===== src/rtl/write_ptr_ctrl.sv =====
// Write-side pointer/flag controller for the async FIFO: binary/Gray write pointer, RAM address,
// registered full/almost-full/level and sticky overflow. Optional macro: WRITE_PTR_CTRL_SYNC_EN.
module write_ptr_ctrl #(
  parameter int ADDR_SIZE = 3
) (
  input  logic                 clk_i,
  input  logic                 rst_i,
  input  logic [ADDR_SIZE:0]   wr_ptr_2_i,
  input  logic                 inc_i,
  input  logic [ADDR_SIZE:0]   afull_thresh_i,
  input  logic                 clr_ovf_i,
  output logic [ADDR_SIZE:0]   ptr_o,
  output logic [ADDR_SIZE-1:0] addr_o,
  output logic                 wr_en_o,
  output logic                 fifo_full_o,
  output logic                 almost_full_o,
  output logic [ADDR_SIZE:0]   level_o,
  output logic                 overflow_o
);

  localparam int A = ADDR_SIZE;

  logic [A:0] rptr_g;
  logic [A:0] rbin;
  logic [A:0] full_cmp;
  logic [A:0] wbin_q, wbin_d;
  logic [A:0] wgray_q, wgray_d;
  logic [A:0] level_q, level_d;
  logic       full_q, full_d;
  logic       afull_q, afull_d;
  logic       ovf_q, ovf_d;

`ifdef WRITE_PTR_CTRL_SYNC_EN
  // Two-flop synchroniser on the incoming read pointer.
  logic [A:0] sync1_q, sync2_q;

  always_ff @(posedge clk_i or negedge rst_i) begin
    if (!rst_i) begin
      sync1_q <= '0;
      sync2_q <= '0;
    end else begin
      sync1_q <= wr_ptr_2_i;
      sync2_q <= sync1_q;
    end
  end

  assign rptr_g = sync2_q;
`else
  assign rptr_g = wr_ptr_2_i;
`endif

  function automatic logic [A:0] gray2bin(input logic [A:0] g);
    logic [A:0] b;
    b[A] = g[A];
    for (int i = A - 1; i >= 0; i--) begin
      b[i] = b[i+1] ^ g[i];
    end
    return b;
  endfunction

  // Flags are computed from the post-write pointer so full blocks the very next request.
  always_comb begin
    rbin     = gray2bin(rptr_g);
    wr_en_o  = inc_i & ~full_q & rst_i;
    wbin_d   = wbin_q + {{A{1'b0}}, wr_en_o};
    wgray_d  = wbin_d ^ (wbin_d >> 1);
    full_cmp = {~rptr_g[A:A-1], rptr_g[A-2:0]};
    full_d   = (wgray_d == full_cmp);
    level_d  = wbin_d - rbin;
    afull_d  = (afull_thresh_i != '0) && (level_d >= afull_thresh_i);
    ovf_d    = ovf_q;
    if (inc_i && full_q) begin
      ovf_d = 1'b1;
    end else if (clr_ovf_i) begin
      ovf_d = 1'b0;
    end
  end

  always_ff @(posedge clk_i or negedge rst_i) begin
    if (!rst_i) begin
      wbin_q  <= '0;
      wgray_q <= '0;
      level_q <= '0;
      full_q  <= 1'b0;
      afull_q <= 1'b0;
      ovf_q   <= 1'b0;
    end else begin
      wbin_q  <= wbin_d;
      wgray_q <= wgray_d;
      level_q <= level_d;
      full_q  <= full_d;
      afull_q <= afull_d;
      ovf_q   <= ovf_d;
    end
  end

  assign ptr_o         = wgray_q;
  assign addr_o        = wbin_q[A-1:0];
  assign fifo_full_o   = full_q;
  assign almost_full_o = afull_q;
  assign level_o       = level_q;
  assign overflow_o    = ovf_q;

endmodule


===== config.mk =====
export PLATFORM = sky130hd
export DESIGN_NAME = write_ptr_ctrl
export DESIGN_NICKNAME = d
export VERILOG_FILES = /design/src/rtl/write_ptr_ctrl.sv
export SDC_FILE = /design/constraint.sdc
export NUM_CORES = 1
export LEC_CHECK = 0
export CAP_MARGIN = 20
export CORE_MARGIN = 8
export CORE_UTILIZATION = 43
export CTS_CLUSTER_SIZE = 12
export DETAILED_ROUTE_END_ITERATION = 8
export PLACE_DENSITY = 0.78
export SYNTH_ARGS = -nofsm -noshare
export SYNTH_HDL_FRONTEND = slang
export SYNTH_SLANG_ARGS = --single-unit

===== constraint.sdc =====
create_clock -name clk_i -period 2.89 [get_ports clk_i]
set_clock_uncertainty 0.1 [all_clocks]
set_input_delay 0.7225 -clock clk_i [delete_from_list [all_inputs] [get_ports clk_i]]
set_output_delay 0.7225 -clock clk_i [all_outputs]
set_load 0.005 [all_outputs]

# Yosys cells after proc, flatten, opt, wreduce, memory -nomap -nowiden
# Index checks and enable logic that the tools add are counted.
# op_classes
add_sub_neg	2
n_mul	0
div	0
magnitude_cmp	1
n_eq_ne	1
n_shift	0
n_mux	2
bitwise	8
reduce_logical	4
# ops
op	n
adder 4 x 1 -> 4 bit	1
equality test 4 bit	1
greater-or-equal comparator 4 bit	1
nonzero test 4 bit	1
subtractor 4 bit	1
bitwise XOR 4 x 3 -> 4 bit	1
bitwise XOR 1 bit	3
AND 1 bit	2
logical AND 1 bit	2
2-to-1 mux 1 bit	2
inverter 2 bit	1
nonzero test 2 bit	1
inverter 1 bit	1
# word_totals
reg_bits	15
latchBits	0
ram_bits	0
mem_bits_ro	0
inputBits	12
output_inout_bits	15
memories	0

# Logic depth before layout (Yosys ltp)
# Gate-level depths: netlist (run 1).
# logic_depth
ltp_word	7
ltp_mapped	12
ltp_nobuf	12

# Least setup slack after synthesis (run 1)
# Ideal clock, no wire load.
# synth_timing
path_type	input port to flip-flop
start	input wr_ptr_2_i[3]
end	register afull_q, in the netlist almost_full_o
setup_time_ns	0.126
arrival_ns	2.803
required_ns	2.664
setup_slack_ns	-0.140
stages	11
path_cell_list	xnor2_1 -> xor2_1 -> xnor2_1 -> ha_1 -> inv_1 -> fa_1 -> ha_1 -> a21o_1 -> a21o_1 -> a21oi_1 -> nor2_1
# synth_via
elab_chain_cells	6
# synth_rtl
item	line_no	source
from (decl)	8	input logic [ADDR_SIZE:0] wr_ptr_2_i,
bitwise XOR 1 bit * (2 in a row)	56	b[i] = b[i+1] ^ g[i];
bitwise XOR 1 bit	56	
subtractor 4 bit *	69	level_d = wbin_d - rbin;
via level_d[1]	28	logic [A:0] level_q, level_d;
greater-or-equal comparator 4 bit *	70	afull_d = (afull_thresh_i != '0) && (level_d >= afull_thresh_i);
logical AND 1 bit *	70	
via afull_d	30	logic afull_q, afull_d;
to (signal assigned)	92	afull_q <= afull_d;
to (decl)	30	
# The timed path passes the listed nets; every way through them passes the cells marked *.
# A chain may end at the register's enable or synchronous reset.

# Worst setup path after layout (run 1)
# Same ends and word-level chain as after synthesis.

==> flow_summary.html, run 1 <==
<table>
<tr><th>Metric</th><th>Value</th></tr>
<tr><th colspan="2">Status</th></tr>
<tr><td>Status</td><td>completed</td></tr>
<tr><th colspan="2">Clock tree</th></tr>
<tr><td>Root buffer cell</td><td>clkbuf_4</td></tr>
<tr><td>CTS H-Tree Depth</td><td>1</td></tr>
<tr><td>Clock latency on the worst-skew pair</td><td>280 ps</td></tr>
<tr><td>CTS clock-pin slew for the worst setup and hold paths</td><td>90 ps</td></tr>
<tr><td>Clock tree sinks</td><td>14</td></tr>
<tr><td>Number of buffers created by CTS</td><td>3</td></tr>
<tr><td>Maximum number of buffers from clock root to sink</td><td>2</td></tr>
<tr><td>TritonCTS clock tree</td><td>built</td></tr>
<tr><th colspan="2">Synth</th></tr>
<tr><td>Synthesized Nets</td><td>87</td></tr>
<tr><td>Post-Synthesis Cell Area</td><td>758.2 um^2</td></tr>
<tr><td>Biggest area contributors in the synthesized netlist</td><td>dfrtp_1 (46%), ha_1 (15%), xnor2_1 (9.2%), xor2_1 (8.1%), inv_1 (3.5%)</td></tr>
<tr><td>Synth Area in Compound Gates</td><td>6.601%</td></tr>
<tr><td>Combinational family with the most area after synthesis</td><td>XOR/XNOR gates</td></tr>
<tr><td>Synthesized netlist cell count</td><td>65</td></tr>
<tr><td>Unique cell type count in the Yosys netlist</td><td>17</td></tr>
<tr><td>Arithmetic-cell share of the synthesized area counting full adders, half adders and majority gates</td><td>17.49%</td></tr>
<tr><td>Cell taking the most area after synthesis</td><td>dfrtp_1</td></tr>
<tr><td>Simple-Gate Fraction of Synth Area</td><td>6.766%</td></tr>
<tr><td>Proportion of synthesized area in mux cells</td><td>0%</td></tr>
<tr><td>Post-synthesis area per instance</td><td>11.67 um^2</td></tr>
<tr><td>Proportion of netlist area held by the largest area contributor</td><td>46.20%</td></tr>
<tr><td>Proportion of synthesized chip area in sequential cells</td><td>46.20%</td></tr>
<tr><td>Parity-gate share of the synthesized area counting xor and xnor cells</td><td>19.47%</td></tr>
<tr><td>Total of flip-flops plus latches after synthesis</td><td>14</td></tr>
<tr><td>Number of warnings reported in the yosys synthesis log</td><td>0</td></tr>
<tr><th colspan="2">Floorplan</th></tr>
<tr><td>Number of ports placed on the die boundary</td><td>27</td></tr>
<tr><td>Die Ht</td><td>57.99 um</td></tr>
<tr><td>Die outline area</td><td>3363 um^2</td></tr>
<tr><td>Core Footprint</td><td>1689 um^2</td></tr>
<tr><td>Die boundary width</td><td>57.99 um</td></tr>
<tr><td>Floorplan row count</td><td>15</td></tr>
<tr><td>Starting utilization of the core area</td><td>44.89%</td></tr>
<tr><th colspan="2">Route</th></tr>
<tr><td>Post-route ant nets</td><td>0</td></tr>
<tr><td>Detailed-route DRC error count</td><td>0</td></tr>
<tr><td>Wire length after detailed routing</td><td>2084 um</td></tr>
<tr><td>Starting DRT DRC Count</td><td>9</td></tr>
<tr><td>Wire per inst</td><td>15.32 um</td></tr>
<tr><td>Via count normalized by instance count</td><td>4.787</td></tr>
<tr><td>Count of vias placed by the detailed router</td><td>651</td></tr>
<tr><td>Length of the first detailed-routing pass in iterations</td><td>4</td></tr>
<tr><th colspan="2">GRT</th></tr>
<tr><td>Fraction of met3 tracks used by global routing</td><td>3.311%</td></tr>
<tr><td>Routing usage on met2</td><td>21.82%</td></tr>
<tr><td>Wire length of the first global-routing pass</td><td>3118 um</td></tr>
<tr><td>Total overflow reported by the global router</td><td>0</td></tr>
<tr><td>Met1 Resource Use GR</td><td>12.92%</td></tr>
<tr><td>Global-route usage over all layers</td><td>12.56%</td></tr>
<tr><td>Initial antenna violation count</td><td>0</td></tr>
<tr><td>Busiest layer in global routing</td><td>met2</td></tr>
<tr><td>Vias in the first global route</td><td>660</td></tr>
<tr><td>Maximum number of pins on one net before global-route repair</td><td>15</td></tr>
<tr><th colspan="2">Layout</th></tr>
<tr><td>Most common library cell in the layout ignoring fill and taps</td><td>buf_4</td></tr>
<tr><td>P&amp;R area growth vs syn</td><td>71.95%</td></tr>
<tr><td>Multi-input gate area</td><td>432.9 um^2</td></tr>
<tr><td>Commonest non-fill, non-tap cells in the layout</td><td>buf_4 (24), clkdlybuf4s50_1 (19), dfrtp_1 (14)</td></tr>
<tr><td>Final cell utilization of the core</td><td>77.19%</td></tr>
<tr><td>Inserted Diodes</td><td>0</td></tr>
<tr><td>FILL cells</td><td>105</td></tr>
<tr><td>Register area</td><td>350.3 um^2</td></tr>
<tr><td>Net total in the final layout</td><td>142</td></tr>
<tr><td>Fraction of layout cells with a size suffix above 1</td><td>34.45%</td></tr>
<tr><th colspan="2">Timing</th></tr>
<tr><td>Minimum period implied by the final worst setup slack</td><td>2863 ps</td></tr>
<tr><td>WHS</td><td>298.1 ps</td></tr>
<tr><td>Hold Fails Final Rpt</td><td>0</td></tr>
<tr><td>Slew at the pin with the worst max-slew slack</td><td>288.8 ps</td></tr>
<tr><td>Number of pins with negative max-slew slack in the final report</td><td>0</td></tr>
<tr><td>Slew headroom</td><td>80.57%</td></tr>
<tr><td>Number of failing setup endpoints in the final timing report</td><td>0</td></tr>
<tr><td>RSZ-0062 raised after global routing</td><td>yes</td></tr>
<tr><td>Highest clock rate</td><td>349.3 MHz</td></tr>
<tr><td>Final period util</td><td>99.06%</td></tr>
<tr><th colspan="2">Hold path</th></tr>
<tr><td>Class of the worst hold path</td><td>primary input to asynchronous set/reset pin</td></tr>
<tr><th colspan="2">Setup path</th></tr>
<tr><td>WS Path Type</td><td>primary input to flip-flop</td></tr>
<tr><td>Critical Path Sink Type</td><td>flip-flop</td></tr>
<tr><td>Worst setup startpoint</td><td>wr_ptr_2_i[3]</td></tr>
<tr><td>Worst reg2reg path startpoint</td><td>fifo_full_o</td></tr>
<tr><td>Cells on worst reg2reg path</td><td>11</td></tr>
<tr><td>Startpoint class of the critical path</td><td>primary input</td></tr>
<tr><td>Worst-path fanout max</td><td>2</td></tr>
<tr><td>WP data arrival</td><td>2920 ps</td></tr>
<tr><td>R2r setup slk</td><td>310 ps</td></tr>
<tr><td>Crit path required time</td><td>2950 ps</td></tr>
<tr><th colspan="2">Power</th></tr>
<tr><td>PwrDens</td><td>1082 nW/um^2</td></tr>
<tr><td>Worst IR drop on VDD</td><td>647.8 uV</td></tr>
<tr><td>Overall power after layout</td><td>0.001410 W</td></tr>
<tr><td>Leakage</td><td>0.6419 nW</td></tr>
<tr><th colspan="2">Place</th></tr>
<tr><td>Quantity of I/O buffers inserted on ports</td><td>26</td></tr>
<tr><td>Gpl congestion</td><td>0.8273</td></tr>
<tr><td>Total half-perimeter wirelength after legalization and detailed placement</td><td>1436 um</td></tr>
<tr><th colspan="2">Job</th></tr>
<tr><td>Number of max-cap violations</td><td>0</td></tr>
</table>
==> final cells by class <==
class / instances / share of cell area [%]
multi-input combinational: 44 / 33.21
tap: 17 / 1.631
clock buffer: 4 / 2.783
sequential: 14 / 26.87
inverter: 7 / 2.015
timing repair buffer: 50 / 33.49
==> Yosys cell counts <==
cell type,number
a21oi_1,2
a211oi_2,1
a21o_1,3
nand2_1,4
nand3_1,2
xor2_2,1
nand2b_1,1
fa_1,1
nor4_1,1
inv_1,7
dfrtp_1,14
xor2_1,7
xnor2_1,8
or3_1,1
ha_1,9
o21ai_0,1
nor2_1,2
==> per-stage QoR <==
stage                     instances  setup WS [ps]  setup TNS (ps)  area (um^2)
after floorplan                  65          1.790               0        784.5
after CTS                       132          13.86               0         1270
after global routing            136         -65.23          -65.23         1304
after global placement          121         -551.7          -600.2         1164
after detailed placement        121         -639.7          -739.3         1164
final                           136          27.25               0         1304
==> kinds of logic after synthesis <==
logic type | Yosys count
xor+xnor | 16
flops | 14
simple gates | 11
fa+ha+maj | 10
compound gates | 7
buf+inv | 7
==> flip-flops by register name, indices dropped and copies added (netlist names) <==
name,flops
level_o,4
wbin_q,4
ptr_o,3
almost_full_o,1
fifo_full_o,1
overflow_o,1
==> worst max-delay path, cell delays in order <==
cell and delay (ps):
buf_8 100, xnor2_4 190, xor2_2 210, xnor2_1 150, ha_2 200, inv_2 40, fa_1 460, ha_1 300
a21o_1 180, a21o_1 170, a21oi_1 130, nor2_1 50
==> timing repair <==
item	4_1_cts	5_1_grt
endpoints found under the setup margin	1	1
setup buffers	7	4
hold buffers	0	0
pin swaps	11	10
resized for setup	22	8
==> power by group <==
| part | internal [W] | switching, W |
|---|---|---|
| registers | 0.000304 | 0.0000659 |
| clock network | 0.0000766 | 0.0000669 |
| logic | 0.000521 | 0.000376 |
==> metal layers <==
metal | part of all wire, % | up-vias
li1 | - | 321
met1 | 38 | 308
met2 | 55 | 18
met3 | 4.9 | 4
met4 | 2.2 | 0
met5 | 0 | -
==> worst paths after layout <==
kind / end
max in group asynchronous: almost_full_o
min in group clk_i: overflow_o
max reg2reg: almost_full_o
min reg2reg: overflow_o
min: wbin_q[3]
max: almost_full_o
(Power assumes the default switching activity.)
==> run 2, diff against run 1 <==
Settings changed: CORE_UTILIZATION 43 to 46, PLACE_DENSITY 0.78 to 0.83, REMOVE_ABC_BUFFERS set to 1.
Clock period 2.89 ns to 3.4 ns, I/O delays scaled along.
==> run 2 against run 1 <==
Net effect:
- first-iteration DRC count grew 56%
- sequential power shrank 18%
- non-clock buffer count shrank 8
- sequential share of layout area increased by 1.8 points
- register-to-register slack better by 510 ps
- highest routed layer unchanged
==> flow_summary.html, run 2 (synthesis gave the netlist of run 1 again) <==
<table>
<tr><th>Metric</th><th>Value</th></tr>
<tr><th colspan="2">GRT</th></tr>
<tr><td>Vias in the first global route</td><td>642</td></tr>
<tr><td>Total overflow reported by the global router</td><td>0</td></tr>
<tr><td>Initial antenna violation count</td><td>0</td></tr>
<tr><td>Wire length of the first global-routing pass</td><td>2849 um</td></tr>
<tr><td>Global-route usage over all layers</td><td>11.01%</td></tr>
<tr><td>Maximum number of pins on one net before global-route repair</td><td>15</td></tr>
<tr><th colspan="2">Timing</th></tr>
<tr><td>Minimum period implied by the final worst setup slack</td><td>3266 ps</td></tr>
<tr><td>Number of pins with negative max-slew slack in the final report</td><td>0</td></tr>
<tr><td>Final period util</td><td>96.04%</td></tr>
<tr><td>Total negative slack for setup checks</td><td>0 ps</td></tr>
<tr><td>Hold Fails Final Rpt</td><td>0</td></tr>
<tr><td>Number of failing setup endpoints in the final timing report</td><td>0</td></tr>
<tr><td>Slew headroom</td><td>77.16%</td></tr>
<tr><td>Highest clock rate</td><td>306.2 MHz</td></tr>
<tr><td>Slew at the pin with the worst max-slew slack</td><td>340.1 ps</td></tr>
<tr><th colspan="2">Clock tree</th></tr>
<tr><td>Clock tree sinks</td><td>14</td></tr>
<tr><td>Maximum number of buffers from clock root to sink</td><td>2</td></tr>
<tr><td>TritonCTS clock tree</td><td>built</td></tr>
<tr><td>Root buffer cell</td><td>clkbuf_4</td></tr>
<tr><td>Clock latency on the worst-skew pair</td><td>270 ps</td></tr>
<tr><td>Number of buffers created by CTS</td><td>3</td></tr>
<tr><td>CTS clock-pin slew for the worst setup and hold paths</td><td>90 ps</td></tr>
<tr><td>CTS H-Tree Depth</td><td>1</td></tr>
<tr><th colspan="2">Layout</th></tr>
<tr><td>Commonest non-fill, non-tap cells in the layout</td><td>clkdlybuf4s50_1 (24), buf_4 (16), dfrtp_1 (14)</td></tr>
<tr><td>Inserted Diodes</td><td>0</td></tr>
<tr><td>Non-filler cells, final</td><td>127</td></tr>
<tr><td>Net total in the final layout</td><td>134</td></tr>
<tr><td>FILL cells</td><td>89</td></tr>
<tr><td>Most common library cell in the layout ignoring fill and taps</td><td>clkdlybuf4s50_1</td></tr>
<tr><td>Fraction of layout cells with a size suffix above 1</td><td>23.42%</td></tr>
<tr><td>P&amp;R area growth vs syn</td><td>60.89%</td></tr>
<tr><th colspan="2">Place</th></tr>
<tr><td>Quantity of I/O buffers inserted on ports</td><td>26</td></tr>
<tr><td>Total half-perimeter wirelength after legalization and detailed placement</td><td>1391 um</td></tr>
<tr><td>Placed cell count</td><td>120</td></tr>
<tr><td>Gpl congestion</td><td>0.7819</td></tr>
<tr><th colspan="2">Floorplan</th></tr>
<tr><td>Die outline area</td><td>3204 um^2</td></tr>
<tr><td>Starting utilization of the core area</td><td>49.75%</td></tr>
<tr><td>Core Footprint</td><td>1524 um^2</td></tr>
<tr><td>Floorplan row count</td><td>14</td></tr>
<tr><td>Die boundary width</td><td>56.60 um</td></tr>
<tr><td>Number of ports placed on the die boundary</td><td>27</td></tr>
<tr><td>Die Ht</td><td>56.60 um</td></tr>
<tr><th colspan="2">Route</th></tr>
<tr><td>Via count normalized by instance count</td><td>4.748</td></tr>
<tr><td>Count of vias placed by the detailed router</td><td>603</td></tr>
<tr><td>Wire per inst</td><td>13.87 um</td></tr>
<tr><td>Starting DRT DRC Count</td><td>14</td></tr>
<tr><td>Post-route ant nets</td><td>0</td></tr>
<tr><td>Detailed-route DRC error count</td><td>0</td></tr>
<tr><td>Length of the first detailed-routing pass in iterations</td><td>4</td></tr>
<tr><td>Wire length after detailed routing</td><td>1762 um</td></tr>
<tr><th colspan="2">Setup path</th></tr>
<tr><td>Cells on worst reg2reg path</td><td>11</td></tr>
<tr><td>Worst reg2reg endpoint</td><td>almost_full_o</td></tr>
<tr><td>R2r setup slk</td><td>820 ps</td></tr>
<tr><td>Startpoint class of the critical path</td><td>primary input</td></tr>
<tr><td>Worst-path fanout max</td><td>2</td></tr>
<tr><td>Worst reg2reg path startpoint</td><td>fifo_full_o</td></tr>
<tr><td>Crit path required time</td><td>3460 ps</td></tr>
<tr><td>WP data arrival</td><td>3330 ps</td></tr>
<tr><td>Critical Path Sink Type</td><td>flip-flop</td></tr>
<tr><td>WS Path Type</td><td>primary input to flip-flop</td></tr>
<tr><th colspan="2">Hold path</th></tr>
<tr><td>Hold-critical path endpoint</td><td>overflow_o</td></tr>
<tr><td>Hold path cells</td><td>2</td></tr>
<tr><td>Class of the worst hold path</td><td>flip-flop to flip-flop</td></tr>
<tr><td>Hold wc startpoint</td><td>overflow_o</td></tr>
<tr><th colspan="2">Power</th></tr>
<tr><td>PwrDens</td><td>936.7 nW/um^2</td></tr>
<tr><td>Worst IR drop on VDD</td><td>637.5 uV</td></tr>
<tr><td>Leakage</td><td>0.5999 nW</td></tr>
<tr><th colspan="2">Status</th></tr>
<tr><td>Status</td><td>completed</td></tr>
<tr><th colspan="2">Job</th></tr>
<tr><td>Number of max-cap violations</td><td>0</td></tr>
</table>
[run 2: cell type report]
type	instances	area [um^2]	area share, %
flip-flops and latches	14	350.3	28.72
multi-input cells	44	401.6	32.92
clock buffers	4	36.28	2.974
well taps	16	20.02	1.641
inverters	7	26.28	2.154
repair buffers	42	385.4	31.59
[run 2: stage by stage]
stage	hold WS [ps]	utilization (%)	setup slack [ps]	total power [W]	area, um^2
finish	438.0	80.05	134.5	0.001143	1220
global route	455.9	80.05	-29.77	0.001255	1220
CTS	443.4	76.93	3.245	0.001144	1172
detailed placement	429.5	74.55	-289.9	0.001020	1136
global placement	398.6	74.55	-180.0	0.0009931	1136
floorplan	389.4	-	242.8	0.0006759	758.2
[run 2: metal layers]
| layer | up-vias | wire length (um) | global-route usage [%] | share of wire, % |
|---|---|---|---|---|
| li1 | 302 | - | - | - |
| met5 | - | 0 | 0 | 0 |
| met1 | 284 | 734 | 12.38 | 42 |
| met4 | 0 | 14 | 5.842 | 0.79 |
| met3 | 2 | 108 | 4.944 | 6.1 |
| met2 | 15 | 905 | 16.93 | 51 |
[run 2: report_power, final]
group	leakage, nW	internal (W)	switching, W	total, W
Combinational	0.410	0.000421	0.000298	0.000720
Sequential	0.169	0.000258	0.0000462	0.000304
Clock	0.0210	0.0000651	0.0000537	0.000119
[run 2: how the worst max path moves through the flow]
stage / start / endpoint / slack (ps)
after floorplan: wr_ptr_2_i[3] / almost_full_o / 240
after global placement: wr_ptr_2_i[3] / almost_full_o / -180
after detailed placement: wr_ptr_2_i[3] / almost_full_o / -290
after CTS: wr_ptr_2_i[3] / almost_full_o / 3
after global routing: rst_i / almost_full_o / -30
final: inc_i / almost_full_o / 130
[run 2: critical path, stage by stage]
cell and delay [ps]:
clkdlybuf4s50_1 490, nand2_1 70, nor2_2 110, ha_2 280, inv_1 60, ha_1 150, inv_1 60, fa_1 470
ha_1 290, a21o_1 160, a21o_1 170, a21oi_1 130, nor2_1 50
[run 2: timing repair]
item	in CTS	in global routing
endpoints found under the setup margin	0	1
buffers inserted	0	3
resized for setup	0	6
hold buffers	0	0
==> run 3, diff against run 2 <==
Settings changed: CELL_PAD_IN_SITES_DETAIL_PLACEMENT set to 0, CELL_PAD_IN_SITES_GLOBAL_PLACEMENT set to 1, CORE_UTILIZATION 46 to 35, GPL_ROUTABILITY_DRIVEN set to 1, PLACE_DENSITY 0.83 to 0.82.
==> run 3 against run 2 <==
Net effect:
- cell count up 5.5%
- via count down 3.5%
- maximum frequency up 1.4%
- final area down 2.3%
- highest routed layer unchanged
- non-clock buffer count down 4
- utilization down 24 points
==> flow_summary.html, run 3 (synthesis gave the netlist of run 1 again) <==
<table>
<tr><th>Metric</th><th>Value</th></tr>
<tr><th colspan="2">GRT</th></tr>
<tr><td>Maximum number of pins on one net before global-route repair</td><td>15</td></tr>
<tr><td>Vias in the first global route</td><td>630</td></tr>
<tr><td>Met1 Resource Use GR</td><td>9.654%</td></tr>
<tr><td>Global-route usage over all layers</td><td>9.014%</td></tr>
<tr><td>Total overflow reported by the global router</td><td>0</td></tr>
<tr><td>Routing usage on met2</td><td>14.49%</td></tr>
<tr><td>Fraction of met3 tracks used by global routing</td><td>3.763%</td></tr>
<tr><td>Busiest layer in global routing</td><td>met2</td></tr>
<tr><td>Wire length of the first global-routing pass</td><td>2870 um</td></tr>
<tr><td>Initial antenna violation count</td><td>0</td></tr>
<tr><th colspan="2">Route</th></tr>
<tr><td>Starting DRT DRC Count</td><td>6</td></tr>
<tr><td>Count of vias placed by the detailed router</td><td>582</td></tr>
<tr><td>Post-route ant nets</td><td>0</td></tr>
<tr><td>Detailed-route DRC error count</td><td>0</td></tr>
<tr><td>Wire per inst</td><td>12.84 um</td></tr>
<tr><td>Length of the first detailed-routing pass in iterations</td><td>4</td></tr>
<tr><td>Wire length after detailed routing</td><td>1721 um</td></tr>
<tr><td>Via count normalized by instance count</td><td>4.343</td></tr>
<tr><th colspan="2">Setup path</th></tr>
<tr><td>R2r setup slk</td><td>820 ps</td></tr>
<tr><td>Cells on worst reg2reg path</td><td>11</td></tr>
<tr><td>Startpoint class of the critical path</td><td>primary input</td></tr>
<tr><td>Critical path destination</td><td>almost_full_o</td></tr>
<tr><td>Worst-path fanout max</td><td>2</td></tr>
<tr><td>WS Path Type</td><td>primary input to flip-flop</td></tr>
<tr><td>Most frequent cell on the critical path</td><td>a21o_1</td></tr>
<tr><td>WP data arrival</td><td>3280 ps</td></tr>
<tr><td>Critical Path Sink Type</td><td>flip-flop</td></tr>
<tr><td>Crit path required time</td><td>3460 ps</td></tr>
<tr><td>Delay of the slowest cell on the worst path</td><td>500 ps</td></tr>
<tr><td>Worst setup startpoint</td><td>wr_ptr_2_i[1]</td></tr>
<tr><td>Slowest cell on the critical path</td><td>fa_1</td></tr>
<tr><td>Worst reg2reg path startpoint</td><td>fifo_full_o</td></tr>
<tr><td>Worst reg2reg endpoint</td><td>almost_full_o</td></tr>
<tr><td>Worst path cell trace</td><td>clkdlybuf4s50_1, xor2_1, xnor2_1, ha_2, inv_2, fa_1, ha_1, a21o_1, a21o_1, a21oi_2, nor2_1</td></tr>
<tr><th colspan="2">Timing</th></tr>
<tr><td>RSZ-0062 raised after global routing</td><td>no</td></tr>
<tr><td>Slew headroom</td><td>76.96%</td></tr>
<tr><td>Minimum period implied by the final worst setup slack</td><td>3221 ps</td></tr>
<tr><td>Highest clock rate</td><td>310.5 MHz</td></tr>
<tr><td>Worst setup slack after layout</td><td>179.3 ps</td></tr>
<tr><td>Number of pins with negative max-slew slack in the final report</td><td>0</td></tr>
<tr><td>Slew at the pin with the worst max-slew slack</td><td>343.1 ps</td></tr>
<tr><td>Total negative slack for setup checks</td><td>0 ps</td></tr>
<tr><td>Hold Fails Final Rpt</td><td>0</td></tr>
<tr><td>Number of failing setup endpoints in the final timing report</td><td>0</td></tr>
<tr><td>Final period util</td><td>94.73%</td></tr>
<tr><th colspan="2">Clock tree</th></tr>
<tr><td>Maximum number of buffers from clock root to sink</td><td>2</td></tr>
<tr><td>Clock tree sinks</td><td>14</td></tr>
<tr><td>CTS H-Tree Depth</td><td>1</td></tr>
<tr><td>Clock latency on the worst-skew pair</td><td>280 ps</td></tr>
<tr><td>Number of buffers created by CTS</td><td>3</td></tr>
<tr><td>CTS Hold Buffers Added</td><td>0</td></tr>
<tr><td>TritonCTS clock tree</td><td>built</td></tr>
<tr><td>Root buffer cell</td><td>clkbuf_4</td></tr>
<tr><td>CTS clock-pin slew for the worst setup and hold paths</td><td>80 ps</td></tr>
<tr><th colspan="2">Floorplan</th></tr>
<tr><td>Number of ports placed on the die boundary</td><td>27</td></tr>
<tr><td>Starting utilization of the core area</td><td>35.65%</td></tr>
<tr><td>Die outline area</td><td>3912 um^2</td></tr>
<tr><td>Die Ht</td><td>62.55 um</td></tr>
<tr><td>Core Footprint</td><td>2127 um^2</td></tr>
<tr><td>Die boundary width</td><td>62.55 um</td></tr>
<tr><td>Floorplan row count</td><td>17</td></tr>
<tr><th colspan="2">Power</th></tr>
<tr><td>Leakage</td><td>0.5896 nW</td></tr>
<tr><td>Overall power after layout</td><td>0.001103 W</td></tr>
<tr><td>Worst IR drop on VDD</td><td>359.9 uV</td></tr>
<tr><td>PwrDens</td><td>925.3 nW/um^2</td></tr>
<tr><th colspan="2">Hold path</th></tr>
<tr><td>Class of the worst hold path</td><td>flip-flop to flip-flop</td></tr>
<tr><td>Hold wc startpoint</td><td>overflow_o</td></tr>
<tr><th colspan="2">Status</th></tr>
<tr><td>Status</td><td>completed</td></tr>
<tr><th colspan="2">Layout</th></tr>
<tr><td>Final cell utilization of the core</td><td>56.06%</td></tr>
<tr><td>Inserted Diodes</td><td>0</td></tr>
<tr><td>Commonest non-fill, non-tap cells in the layout</td><td>clkdlybuf4s50_1 (22), dfrtp_1 (14), buf_4 (12)</td></tr>
<tr><td>FILL cells</td><td>182</td></tr>
<tr><td>Multi-input gate area</td><td>397.9 um^2</td></tr>
<tr><td>Register area</td><td>350.3 um^2</td></tr>
<tr><td>P&amp;R area growth vs syn</td><td>57.26%</td></tr>
<tr><td>Fraction of layout cells with a size suffix above 1</td><td>20.75%</td></tr>
<tr><td>Most common library cell in the layout ignoring fill and taps</td><td>clkdlybuf4s50_1</td></tr>
<tr><td>Net total in the final layout</td><td>130</td></tr>
<tr><th colspan="2">Place</th></tr>
<tr><td>Gpl congestion</td><td>0.7403</td></tr>
<tr><td>DP Worst Slack</td><td>-264.4 ps</td></tr>
<tr><td>Quantity of I/O buffers inserted on ports</td><td>26</td></tr>
<tr><th colspan="2">Job</th></tr>
<tr><td>Number of max-cap violations</td><td>0</td></tr>
</table>
-- run 3: worst max-delay path, delay by kind of cell --
family / cells / cell delay (ps)
XOR/XNOR: 2 / 390
buffers and inverters: 2 / 530
adder cells (fa/ha/maj): 3 / 1000
AO/OA/AOI/OAI: 3 / 460
AND/OR/NAND/NOR: 1 / 50
-- run 3: timing repair --
action | CTS | global route
buffers inserted | 0 | 1
gates resized for setup | 0 | 9
endpoints found under the setup margin | 0 | 1
-- run 3: layer usage --
| layer | part of all wire, % | wire (um) |
|---|---|---|
| met1 | 42 | 715 |
| met2 | 48 | 820 |
| met3 | 8.6 | 148 |
| met4 | 2.1 | 36 |
| met5 | 0 | 0 |
-- run 3: area by class of cell --
class | count | share of cell area [%]
multi-input combinational | 44 | 33.37
tap | 28 | 2.938
inverter | 7 | 2.204
timing repair buffer | 38 | 30.22
clock buffer | 3 | 1.889
sequential | 14 | 29.38
-- run 3: power by group --
| group | total (W) | internal, W | leakage [nW] | switching [W] |
|---|---|---|---|---|
| clock | 0.0000928 | 0.0000411 | 0.0138 | 0.0000518 |
| combinational | 0.000704 | 0.000405 | 0.407 | 0.000300 |
| sequential | 0.000306 | 0.000258 | 0.169 | 0.0000485 |
| total | 0.00110 | 0.000703 | 0.590 | 0.000400 |
-- run 3: worst min-delay path by stage --
stage	to	depth (start not counted)	slack (ps)
after floorplan	overflow_o	2	390
after global placement	overflow_o	2	410
after detailed placement	overflow_o	2	420
after CTS	overflow_o	2	440
after global routing	ptr_o[2]	2	480
final	overflow_o	2	440
-- run 3: metrics by stage --
stage	cell area, um^2	hold slack, ps	instances
2_1_floorplan	758.2	389.4	65
3_3_place_gp	1136	414.8	130
3_5_place_dp	1136	424.8	130
4_1_cts	1159	444.7	133
5_1_grt	1192	482.3	134
6_report	1192	436.6	134
